## src/rtl/timer_pkg.sv

```systemverilog
// Shared widths, run-state encoding and per-digit modulus helpers for the BCD countdown timer.
package timer_pkg;

    localparam int unsigned DIGIT_W = 4;

    typedef enum logic [0:0] {
        ST_IDLE = 1'b0,
        ST_RUN  = 1'b1
    } run_state_t;

    // Modulus of digit idx: 6 when its bit is set in mask, else 10.
    function automatic int unsigned digit_mod(input int unsigned idx, input logic [31:0] mask);
        return (((mask >> idx) & 32'd1) != 32'd0) ? 32'd6 : 32'd10;
    endfunction

    // Saturate a digit value to modulus-1.
    function automatic logic [DIGIT_W-1:0] clamp_digit(input logic [DIGIT_W-1:0] v,
                                                       input int unsigned modulus);
        logic [DIGIT_W-1:0] lim;
        lim = DIGIT_W'(modulus - 32'd1);
        return (v > lim) ? lim : v;
    endfunction

endpackage

```

## src/rtl/bcd_countdown_timer_if.sv

```systemverilog
// Keypad/control inputs and display/status outputs of the countdown timer.
interface bcd_countdown_timer_if
    import timer_pkg::*;
#(
    parameter int unsigned N_DIGITS = 4
);
    logic                          en;
    logic [DIGIT_W-1:0]            digit_in;
    logic                          digit_load;
    logic                          start;
    logic                          stop;
    logic                          clear_time;
    logic [DIGIT_W*N_DIGITS-1:0]   digits;
    logic                          zero;
    logic                          running;
    logic                          done;

    modport master (
        output en, digit_in, digit_load, start, stop, clear_time,
        input  digits, zero, running, done
    );

    modport slave (
        input  en, digit_in, digit_load, start, stop, clear_time,
        output digits, zero, running, done
    );
endinterface

```

## src/rtl/bcd_down_digit.sv

```systemverilog
// One BCD down-counting digit with load, wrap to MOD-1 and borrow out.
module bcd_down_digit
    import timer_pkg::*;
#(
    parameter int unsigned MOD = 10
) (
    input  logic               clock,
    input  logic               clr,
    input  logic               ld,
    input  logic [DIGIT_W-1:0] ld_val,
    input  logic               dec,
    output logic [DIGIT_W-1:0] q,
    output logic               borrow_out,
    output logic               is_zero
);

    localparam logic [DIGIT_W-1:0] MAX_VAL = DIGIT_W'(MOD - 32'd1);

    // Digit register: load wins over decrement; 0 wraps to MAX_VAL.
    always_ff @(posedge clock or posedge clr) begin
        if (clr) begin
            q <= '0;
        end else if (ld) begin
            q <= ld_val;
        end else if (dec) begin
            q <= (q == '0) ? MAX_VAL : q - DIGIT_W'(1);
        end
    end

    assign is_zero    = (q == '0);
    assign borrow_out = dec && is_zero;

endmodule

```

## src/rtl/bcd_countdown_timer.sv

```systemverilog
// Parametrised BCD countdown timer with keypad shift-in entry, start/stop and done pulse.
module bcd_countdown_timer
    import timer_pkg::*;
#(
    parameter int unsigned          N_DIGITS  = 4,
    parameter logic [N_DIGITS-1:0]  MOD6_MASK = 4'b0010
) (
    input  logic                   clock,
    input  logic                   clr,
    bcd_countdown_timer_if.slave   bus
);

    localparam int unsigned W = DIGIT_W * N_DIGITS;

    run_state_t         state_q, state_d;
    logic               done_q, done_d;
    logic               do_dec, cmd_clear, cmd_shift, terminal, ld;
    logic               zero, value_is_one;
    logic [DIGIT_W-1:0] q         [N_DIGITS];
    logic [DIGIT_W-1:0] ld_val    [N_DIGITS];
    logic [DIGIT_W-1:0] shift_val [N_DIGITS];
    logic [N_DIGITS-1:0] borrow, is_zero, dec_in;
    logic [W-1:0]       digits_flat;

    assign zero         = &is_zero;
    assign value_is_one = (q[0] == DIGIT_W'(1)) && (&is_zero[N_DIGITS-1:1]);
    assign terminal     = do_dec && value_is_one;
    // Top-digit borrow only occurs on a decrement from all-zero; force zero instead of wrapping.
    assign ld           = cmd_clear || cmd_shift || terminal || borrow[N_DIGITS-1];

    // Digit chain: borrow ripples upward, shift-in takes the next lower digit clamped to this modulus.
    for (genvar i = 0; i < N_DIGITS; i++) begin : g_digit
        localparam int unsigned MOD_I = digit_mod(i, 32'(MOD6_MASK));

        if (i == 0) begin : g_lsb
            assign dec_in[i]    = do_dec;
            assign shift_val[i] = clamp_digit(bus.digit_in, MOD_I);
        end else begin : g_upper
            assign dec_in[i]    = borrow[i-1];
            assign shift_val[i] = clamp_digit(q[i-1], MOD_I);
        end

        bcd_down_digit #(.MOD(MOD_I)) u_digit (
            .clock      (clock),
            .clr        (clr),
            .ld         (ld),
            .ld_val     (ld_val[i]),
            .dec        (dec_in[i]),
            .q          (q[i]),
            .borrow_out (borrow[i]),
            .is_zero    (is_zero[i])
        );

        assign digits_flat[DIGIT_W*i +: DIGIT_W] = q[i];
    end

    // Load value: shifted keypad entry, otherwise zero (clear / terminal count).
    always_comb begin
        for (int i = 0; i < N_DIGITS; i++) begin
            ld_val[i] = cmd_shift ? shift_val[i] : '0;
        end
    end

    // Run-state and done registers.
    always_ff @(posedge clock or posedge clr) begin
        if (clr) begin
            state_q <= ST_IDLE;
            done_q  <= 1'b0;
        end else begin
            state_q <= state_d;
            done_q  <= done_d;
        end
    end

    // Command decode with priority clear_time > stop > start > digit_load, then tick.
    always_comb begin
        state_d   = state_q;
        done_d    = 1'b0;
        do_dec    = 1'b0;
        cmd_clear = 1'b0;
        cmd_shift = 1'b0;
        unique case (state_q)
            ST_IDLE: begin
                if (bus.clear_time) begin
                    cmd_clear = 1'b1;
                end else if (!bus.stop) begin
                    if (bus.start) begin
                        if (!zero) begin
                            state_d = ST_RUN;
                        end
                    end else if (bus.digit_load) begin
                        cmd_shift = 1'b1;
                    end
                end
            end
            ST_RUN: begin
                if (bus.clear_time) begin
                    cmd_clear = 1'b1;
                    state_d   = ST_IDLE;
                end else if (bus.stop) begin
                    state_d = ST_IDLE;
                end else if (bus.en) begin
                    do_dec = 1'b1;
                    if (value_is_one) begin
                        state_d = ST_IDLE;
                        done_d  = 1'b1;
                    end
                end
            end
            default: state_d = ST_IDLE;
        endcase
    end

    assign bus.digits  = digits_flat;
    assign bus.zero    = zero;
    assign bus.running = (state_q == ST_RUN);
    assign bus.done    = done_q;

endmodule
```

## src/flat_wrapper.sv

```systemverilog
// flat-port wrapper written by rule: the top's interface ports become plain ports
module bcd_countdown_timer_flat import timer_pkg::*;
#(
    parameter int unsigned          N_DIGITS  = 4,
    parameter logic [N_DIGITS-1:0]  MOD6_MASK = 4'b0010
)
  (clock, clr, bus_en, bus_digit_in, bus_digit_load, bus_start, bus_stop, bus_clear_time, bus_digits, bus_zero, bus_running, bus_done);
  bcd_countdown_timer_if #(.N_DIGITS(N_DIGITS)) bus_i ();
  input  logic clock;
  input  logic clr;
  input wire logic [$bits(bus_i.en)-1:0] bus_en;
  input wire logic [$bits(bus_i.digit_in)-1:0] bus_digit_in;
  input wire logic [$bits(bus_i.digit_load)-1:0] bus_digit_load;
  input wire logic [$bits(bus_i.start)-1:0] bus_start;
  input wire logic [$bits(bus_i.stop)-1:0] bus_stop;
  input wire logic [$bits(bus_i.clear_time)-1:0] bus_clear_time;
  output wire logic [$bits(bus_i.digits)-1:0] bus_digits;
  output wire logic [$bits(bus_i.zero)-1:0] bus_zero;
  output wire logic [$bits(bus_i.running)-1:0] bus_running;
  output wire logic [$bits(bus_i.done)-1:0] bus_done;
  assign bus_i.en = bus_en;
  assign bus_i.digit_in = bus_digit_in;
  assign bus_i.digit_load = bus_digit_load;
  assign bus_i.start = bus_start;
  assign bus_i.stop = bus_stop;
  assign bus_i.clear_time = bus_clear_time;
  assign bus_digits = bus_i.digits;
  assign bus_zero = bus_i.zero;
  assign bus_running = bus_i.running;
  assign bus_done = bus_i.done;
  bcd_countdown_timer #(.N_DIGITS(N_DIGITS), .MOD6_MASK(MOD6_MASK)) u_core (.clock(clock), .clr(clr), .bus(bus_i));
endmodule
```

## config.mk

```make
export PLATFORM = sky130hd
export DESIGN_NAME = bcd_countdown_timer_flat
export DESIGN_NICKNAME = d
export VERILOG_FILES = /design/src/rtl/timer_pkg.sv /design/src/rtl/bcd_countdown_timer_if.sv /design/src/rtl/bcd_down_digit.sv /design/src/rtl/bcd_countdown_timer.sv /design/src/flat_wrapper.sv
export SDC_FILE = /design/constraint.sdc
export NUM_CORES = 1
export LEC_CHECK = 0
export ABC_AREA = 1
export CELL_PAD_IN_SITES_DETAIL_PLACEMENT = 1
export CELL_PAD_IN_SITES_GLOBAL_PLACEMENT = 2
export CORE_ASPECT_RATIO = 1.4
export CORE_MARGIN = 4
export CORE_UTILIZATION = 27
export CTS_BUF_LIST = sky130_fd_sc_hd__clkbuf_8
export CTS_CLUSTER_DIAMETER = 50
export CTS_CLUSTER_SIZE = 28
export DETAILED_ROUTE_END_ITERATION = 10
export HOLD_SLACK_MARGIN = 0.1
export PLACE_DENSITY_LB_ADDON = 0.1
export SLEW_MARGIN = 40
export SYNTH_ARGS = -nofsm -noshare
export SYNTH_HDL_FRONTEND = slang
export SYNTH_HIERARCHICAL = 1
export SYNTH_SLANG_ARGS = --single-unit
```

## constraint.sdc

```tcl
create_clock -name clock -period 3.2 [get_ports clock]
set_input_delay 0.64 -clock clock [delete_from_list [all_inputs] [get_ports clock]]
set_output_delay 0.64 -clock clock [all_outputs]
set_load 0.02 [all_outputs]
```

==> results of run 1 <==
-- worst max-delay path: stages --
cell and delay, ns:
clkdlybuf4s50_1 0.44, nor2_4 0.12, inv_1 0.06, nor2_2 0.12, inv_2 0.06, nor2_1 0.13, inv_1 0.09, nor3_2 0.16
inv_2 0.06, nor2_2 0.16, inv_2 0.05, nor2_1 0.09, nor2_1 0.05, nand2_1 0.05, inv_1 0.04, nand2_1 0.10
buf_4 0.19, inv_2 0.07, nand2_1 0.07, nor2_1 0.06, nand3_1 0.07, nand3_1 0.07
-- layout make-up --
cell class | instances | area (um2) | share of cell area [%]
clock buffer | 3 | 41.3 | 2.17
tap | 64 | 80.1 | 4.21
sequential | 18 | 450 | 23.7
timing repair buffer | 48 | 433 | 22.7
multi-input combinational | 156 | 741 | 38.9
inverter | 42 | 158 | 8.28
-- per-layer routing --
| layer | up-vias | track usage [%] |
|---|---|---|
| met5 | - | 0 |
| met3 | 2 | 1.72 |
| met4 | 0 | 4.06 |
| li1 | 767 | - |
| met1 | 691 | 19.1 |
| met2 | 16 | 28.3 |
-- sequential cells by signal, indices dropped and copies added (netlist names) --
register                  cells
u_core/g_digit.u_digit/q     16
u_core/bus.done               1
u_core/bus.running            1
-- kinds of logic after synthesis --
| family | Yosys count | share of synthesized area [%] |
|---|---|---|
| compound gates | 19 | 8.71 |
| buf+inv | 43 | 12.5 |
| flops | 18 | 33.4 |
| other cells | 1 | 0.278 |
| simple gates | 136 | 45.1 |
-- final timing paths --
| path | end | cells after the start | slack (ns) |
|---|---|---|---|
| min in group asynchronous | u_core/bus.running | 2 | 0.75 |
| worst min register to register | u_core/g_digit[3].u_digit/q[1] | 2 | 0.59 |
| max in group asynchronous | u_core/g_digit[0].u_digit/q[2] | 2 | 2.23 |
| worst max-delay path | u_core/g_digit[2].u_digit/q[2] | 22 | 0.39 |
| worst min-delay path | u_core/g_digit[3].u_digit/q[1] | 2 | 0.59 |
| worst max register to register | u_core/g_digit[2].u_digit/q[2] | 19 | 0.80 |
-- cells in the mapped netlist (all sizes together) --
master | number | area (um2)
conb | 1 | 3.75
nand2 | 65 | 244
or2 | 3 | 18.8
nand3 | 18 | 90.1
a21oi | 4 | 27.5
nor2 | 42 | 178
o21ai | 7 | 35.0
a31oi | 3 | 18.8
o22ai | 1 | 6.26
inv | 42 | 158
nand4 | 1 | 21.3
a22oi | 3 | 22.5
dfrtp | 18 | 450
o211ai | 1 | 7.51
nor3 | 7 | 57.6
buf | 1 | 11.3
-- timing repair --
action,4_1_cts,5_1_grt
endpoints found under the hold margin,0,0
endpoints found under the setup margin,0,16
resized for setup,0,3
-- power by group --
group / leakage [nW] / internal, mW / switching (mW)
sequential: 0.241 / 0.237 / 0.0187
clock: 0.0216 / 0.0837 / 0.0807
combinational: 0.668 / 0.0638 / 0.0875
-- per-stage QoR --
stage          utilization (%)  cells  setup TNS [ns]  setup slack (ns)
2_1_floorplan                -    217               0             0.183
6_report                  39.3    331               0             0.394
3_5_place_dp              38.2    328          -0.998            -0.115
4_1_cts                   39.1    331               0             0.133
3_3_place_gp              38.2    328               0           0.00912
5_1_grt                   39.3    331               0            0.0185
==> results.tsv, run 1 <==
stage	metric	value	unit
status	outcome	complete, no violations	
finish	fill count	662	
synthesis	FF+latch count, synth	18	
finish	share of cells above drive strength 1	15.7	%
min_path	HP Start	u_core/g_digit[3].u_digit/q[1]	
detailed_routing	first-pass detailed-route iteration total	4	
clock_tree	Clock H-tree levels	1	
detailed_routing	DR top layer	met4	
power_and_ir_drop	static leakage	0.930	nW
die	row cnt	30	
critical_path	CP Data Arrival Time	2.94	ns
critical_path	worst setup path class	primary input to flop	
synthesis	synthesized net count	228	
die	Initial Utilization	27.9	%
finish	commonest non-fill, non-tap cell in the layout	nand2_1	
sta	Slew Limit Fails	0	
detailed_routing	WL per Instance	12.7	um
synthesis	Synth Instances	217	
synthesis	Avg Cell Area, Syn	6.22	um2
min_path	Hold Crit Class	flop to flop	
detailed_routing	Starting DRT DRC Count	34	
finish	most frequent cells in the layout	nand2_1, inv_1, nor2_1	
die	core box area	0.00484	mm2
die	Die H	91.7	um
detailed_routing	routed via count	1476	
synthesis	Mapped Area	0.00135	mm2
sta	# setup viols final	0	
detailed_routing	via/cell ratio	4.46	
clock_tree	clock buffer depth	2	
die	I/O pin cnt	30	
clock_tree	CTS Buf Count	3	
detailed_routing	DRT Wirelength	4200	um
sta	hold slack	0.586	ns
critical_path	Worst Path Required	3.34	ns
global_route	GRT overflow	0	
global_route	vias in the first global route	1634	
critical_path	crit path launch	bus_stop	
placed_design	Detailed Place HPWL	3520	um
clock_tree	postcts setup bufs	0	
critical_path	CP max FO	9	
finish	Final Cell Area	0.00190	mm2
placed_design	GP Congestion	0.748	
power_and_ir_drop	Max rail drop VDD	0.000114	V
clock_tree	Clock Latency Late Sink	0.25	ns
power_and_ir_drop	final total power	0.572	mW
clock_tree	clock transition at the registers of the reported paths	0.07	ns
critical_path	crit end category	flop	
clock_tree	CTS Sinks	18	
critical_path	Worst Setup Start Kind	primary input	
global_route	global-route usage over all layers	15.7	%
clock_tree	CTS tree	yes	
detailed_routing	DRT antenna net count	0	
clock_tree	Hold Buf Count CTS	0	
sta	min Tclk post-route	2.81	ns
synthesis	Syn. warnings	6	
die	Die Footprint	0.00621	mm2
critical_path	worst flop-to-flop path startpoint	u_core/g_digit[0].u_digit/q[0]	
placed_design	Placement Cell Area	0.00185	mm2
sta	Final Cycle Share	87.7	%
synthesis	register area share after synthesis	33.4	%
power_and_ir_drop	PD cells	300	mW/mm2
run	maxcap violations	0	
sta	RSZ-0062 raised after global routing	false	
die	DIE WIDTH	67.8	um
sta	Max Freq	356	MHz
placed_design	Port Buf Inserts	29	
detailed_routing	WL met1	1710	um
global_route	first-pass GRT wire length	7450	um
detailed_routing	drt drc	0	
finish	Syn-to-layout area delta	41.0	%
detailed_routing	DR WL met3	88	um
clock_tree	Root Buffer	clkbuf_8	
detailed_routing	metal2 WL	2370	um
global_route	largest net degree at the start of global routing	14	
finish	ant diodes	0	
synthesis	Distinct cells, synth	21	
sta	final hold viol count	0	
finish	Layout Nets	280	
global_route	initial antenna violation count	0	
sta	clock skew	0.00227	ns
(Power assumes the default switching activity.)
==> run 2, diff against run 1 <==
--- a/config.mk
+++ b/config.mk
@@ -16,7 +16,7 @@
 export CTS_CLUSTER_SIZE = 28
 export DETAILED_ROUTE_END_ITERATION = 10
 export HOLD_SLACK_MARGIN = 0.1
-export PLACE_DENSITY_LB_ADDON = 0.1
+export PLACE_DENSITY_LB_ADDON = 0.15
 export SLEW_MARGIN = 40
 export SYNTH_ARGS = -nofsm -noshare
 export SYNTH_HDL_FRONTEND = slang
==> run 2 against run 1 <==
Worst setup slack got worse by 0.031 ns; clock power is essentially flat; non-clock buffer count rose by 1; highest routed layer unchanged.
==> results.tsv, run 2 (synthesis results as in run 1) <==
stage	metric	value	unit	change
die	Die Footprint	0.00621	mm2	unchanged
die	row cnt	30		unchanged
critical_path	CP Data Arrival Time	2.97	ns	+0.03 ns
detailed_routing	DRT antenna net count	0		unchanged
sta	clock skew	0.00259	ns	+0.000314 ns
sta	Slew Limit Fails	0		unchanged
placed_design	Port Buf Inserts	29		unchanged
die	core box area	0.00484	mm2	unchanged
critical_path	worst setup path class	primary input to flop		
finish	Biggest register	u_core/g_digit.u_digit/q		
detailed_routing	DRT Wirelength	4160	um	-0.88%
global_route	largest net degree at the start of global routing	14		unchanged
critical_path	Worst Path Required	3.33	ns	about the same
detailed_routing	drt drc	0		unchanged
power_and_ir_drop	PD cells	301	mW/mm2	+0.15%
critical_path	CP max FO	8		-1
finish	most frequent cells in the layout	nand2_1, inv_1, nor2_1		
finish	fill count	618		-6.6%
detailed_routing	Starting DRT DRC Count	46		+35%
power_and_ir_drop	final total power	0.575	mW	+0.54%
finish	area of the multi-input gates	741	um2	unchanged
global_route	GRT overflow	0		unchanged
detailed_routing	routed via count	1499		+1.6%
clock_tree	Clock H-tree levels	1		unchanged
clock_tree	clock transition at the registers of the reported paths	0.07	ns	about the same
sta	RSZ-0062 raised after global routing	false		
detailed_routing	WL per Instance	12.5	um	-1.2%
sta	final setup margin	0.363	ns	-0.0312 ns
clock_tree	Clock Latency Late Sink	0.26	ns	about the same
finish	share of cells above drive strength 1	16.0	%	+0.31 points
placed_design	Detailed Place HPWL	3480	um	-1.1%
critical_path	Worst Setup Start Kind	primary input		
global_route	vias in the first global route	1597		-2.3%
global_route	first-pass GRT wire length	7250	um	-2.6%
run	maxcap violations	0		unchanged
die	DIE WIDTH	67.8	um	unchanged
die	Initial Utilization	27.9	%	unchanged
clock_tree	Root Buffer	clkbuf_8		
clock_tree	CTS tree	yes		
die	I/O pin cnt	30		unchanged
power_and_ir_drop	static leakage	0.933	nW	+0.38%
finish	Layout Nets	281		+0.36%
global_route	global-route usage over all layers	15.1	%	-0.58 points
finish	commonest non-fill, non-tap cell in the layout	nand2_1		
sta	# setup viols final	0		unchanged
critical_path	Worst R2R Setup Slack	0.76	ns	-0.04 ns
power_and_ir_drop	Max rail drop VDD	0.000158	V	+38%
sta	Max Freq	352	MHz	-1.1%
detailed_routing	via/cell ratio	4.52		+1.3%
detailed_routing	first-pass detailed-route iteration total	4		unchanged
placed_design	DP Worst Slack	-0.113	ns	+0.00293 ns
sta	final hold viol count	0		unchanged
critical_path	crit end category	flop		
min_path	Hold Crit Class	flop to flop		
clock_tree	clock buffer depth	2		unchanged
clock_tree	CTS Sinks	18		unchanged
status	outcome	complete, no violations		
clock_tree	CTS Buf Count	3		unchanged
global_route	initial antenna violation count	0		unchanged
finish	number of flip-flops in the largest register	16		unchanged
finish	Sequential Area	450	um2	unchanged
sta	min Tclk post-route	2.84	ns	+0.0312 ns
sta	Final Cycle Share	88.7	%	+0.97 points
placed_design	GP Congestion	0.759		+1.5%
die	Die H	91.7	um	unchanged
finish	Syn-to-layout area delta	41.5	%	
finish	ant diodes	0		unchanged
run 2: cell count changes in the layout (fill, tap and decap cells not counted):
cell   delta
buf_4     +1
run 2: critical path, cell delays in order:
cell,delay (ns)
clkdlybuf4s50_1,0.46
nor2_4,0.10
inv_1,0.06
nor2_2,0.13
inv_2,0.05
nor2_1,0.13
inv_1,0.08
nor3_2,0.20
inv_2,0.06
nor2_2,0.17
inv_2,0.05
nor2_1,0.10
nor2_1,0.05
nand2_1,0.05
inv_1,0.03
nand2_1,0.10
buf_4,0.17
buf_4,0.12
nor2_1,0.04
o211ai_1,0.07
nand3_1,0.10
run 2: per-layer routing:
metal,vias up,track usage (%),share of wire [%]
met4,0,4.06,0.46
met5,-,0,0
li1,771,-,-
met1,711,17.0,41
met3,2,2.21,1.8
met2,15,28.2,56
run 2: cell type report:
class | count | share of cell area [%]
timing repair buffer | 49 | 23.1
tap | 64 | 4.19
sequential | 18 | 23.6
clock buffer | 3 | 2.16
inverter | 42 | 8.25
multi-input combinational | 156 | 38.8
run 2: worst paths after layout:
| path | startpoint | to | cells past startpoint |
|---|---|---|---|
| setup / recovery | bus_clear_time | u_core/g_digit[1].u_digit/q[1] | 21 |
| hold / removal | u_core/g_digit[3].u_digit/q[1] | u_core/g_digit[3].u_digit/q[1] | 2 |
| max in group asynchronous | clr | u_core/g_digit[0].u_digit/q[3] | 2 |
| min in group asynchronous | clr | u_core/bus.done | 2 |
| hold reg to reg | u_core/g_digit[3].u_digit/q[1] | u_core/g_digit[3].u_digit/q[1] | 2 |
| setup reg to reg | u_core/g_digit[0].u_digit/q[0] | u_core/g_digit[1].u_digit/q[1] | 18 |
run 2: metrics by stage:
step / hold WS, ns / setup TNS (ns) / cell area (um2) / util [%] / instances
2_1_floorplan: 0.381 / 0 / 1350 / - / 217
3_3_place_gp: 0.567 / 0 / 1860 / 38.4 / 329
3_5_place_dp: 0.570 / -1.23 / 1860 / 38.4 / 329
4_1_cts: 0.589 / 0 / 1900 / 39.3 / 332
5_1_grt: 0.639 / 0 / 1910 / 39.5 / 332
6_report: 0.585 / 0 / 1910 / 39.5 / 332
run 2: repair_timing:
action,CTS,global route
setup endpoints to repair,0,15
gates resized for setup,0,3
buffers inserted,0,0
hold buffers,0,0
hold endpoints to repair,0,0
run 2: power by group:
part / switching [mW] / internal, mW
Combinational: 0.0888 / 0.0647
Sequential: 0.0181 / 0.237
Clock: 0.0819 / 0.0838
Total: 0.189 / 0.386
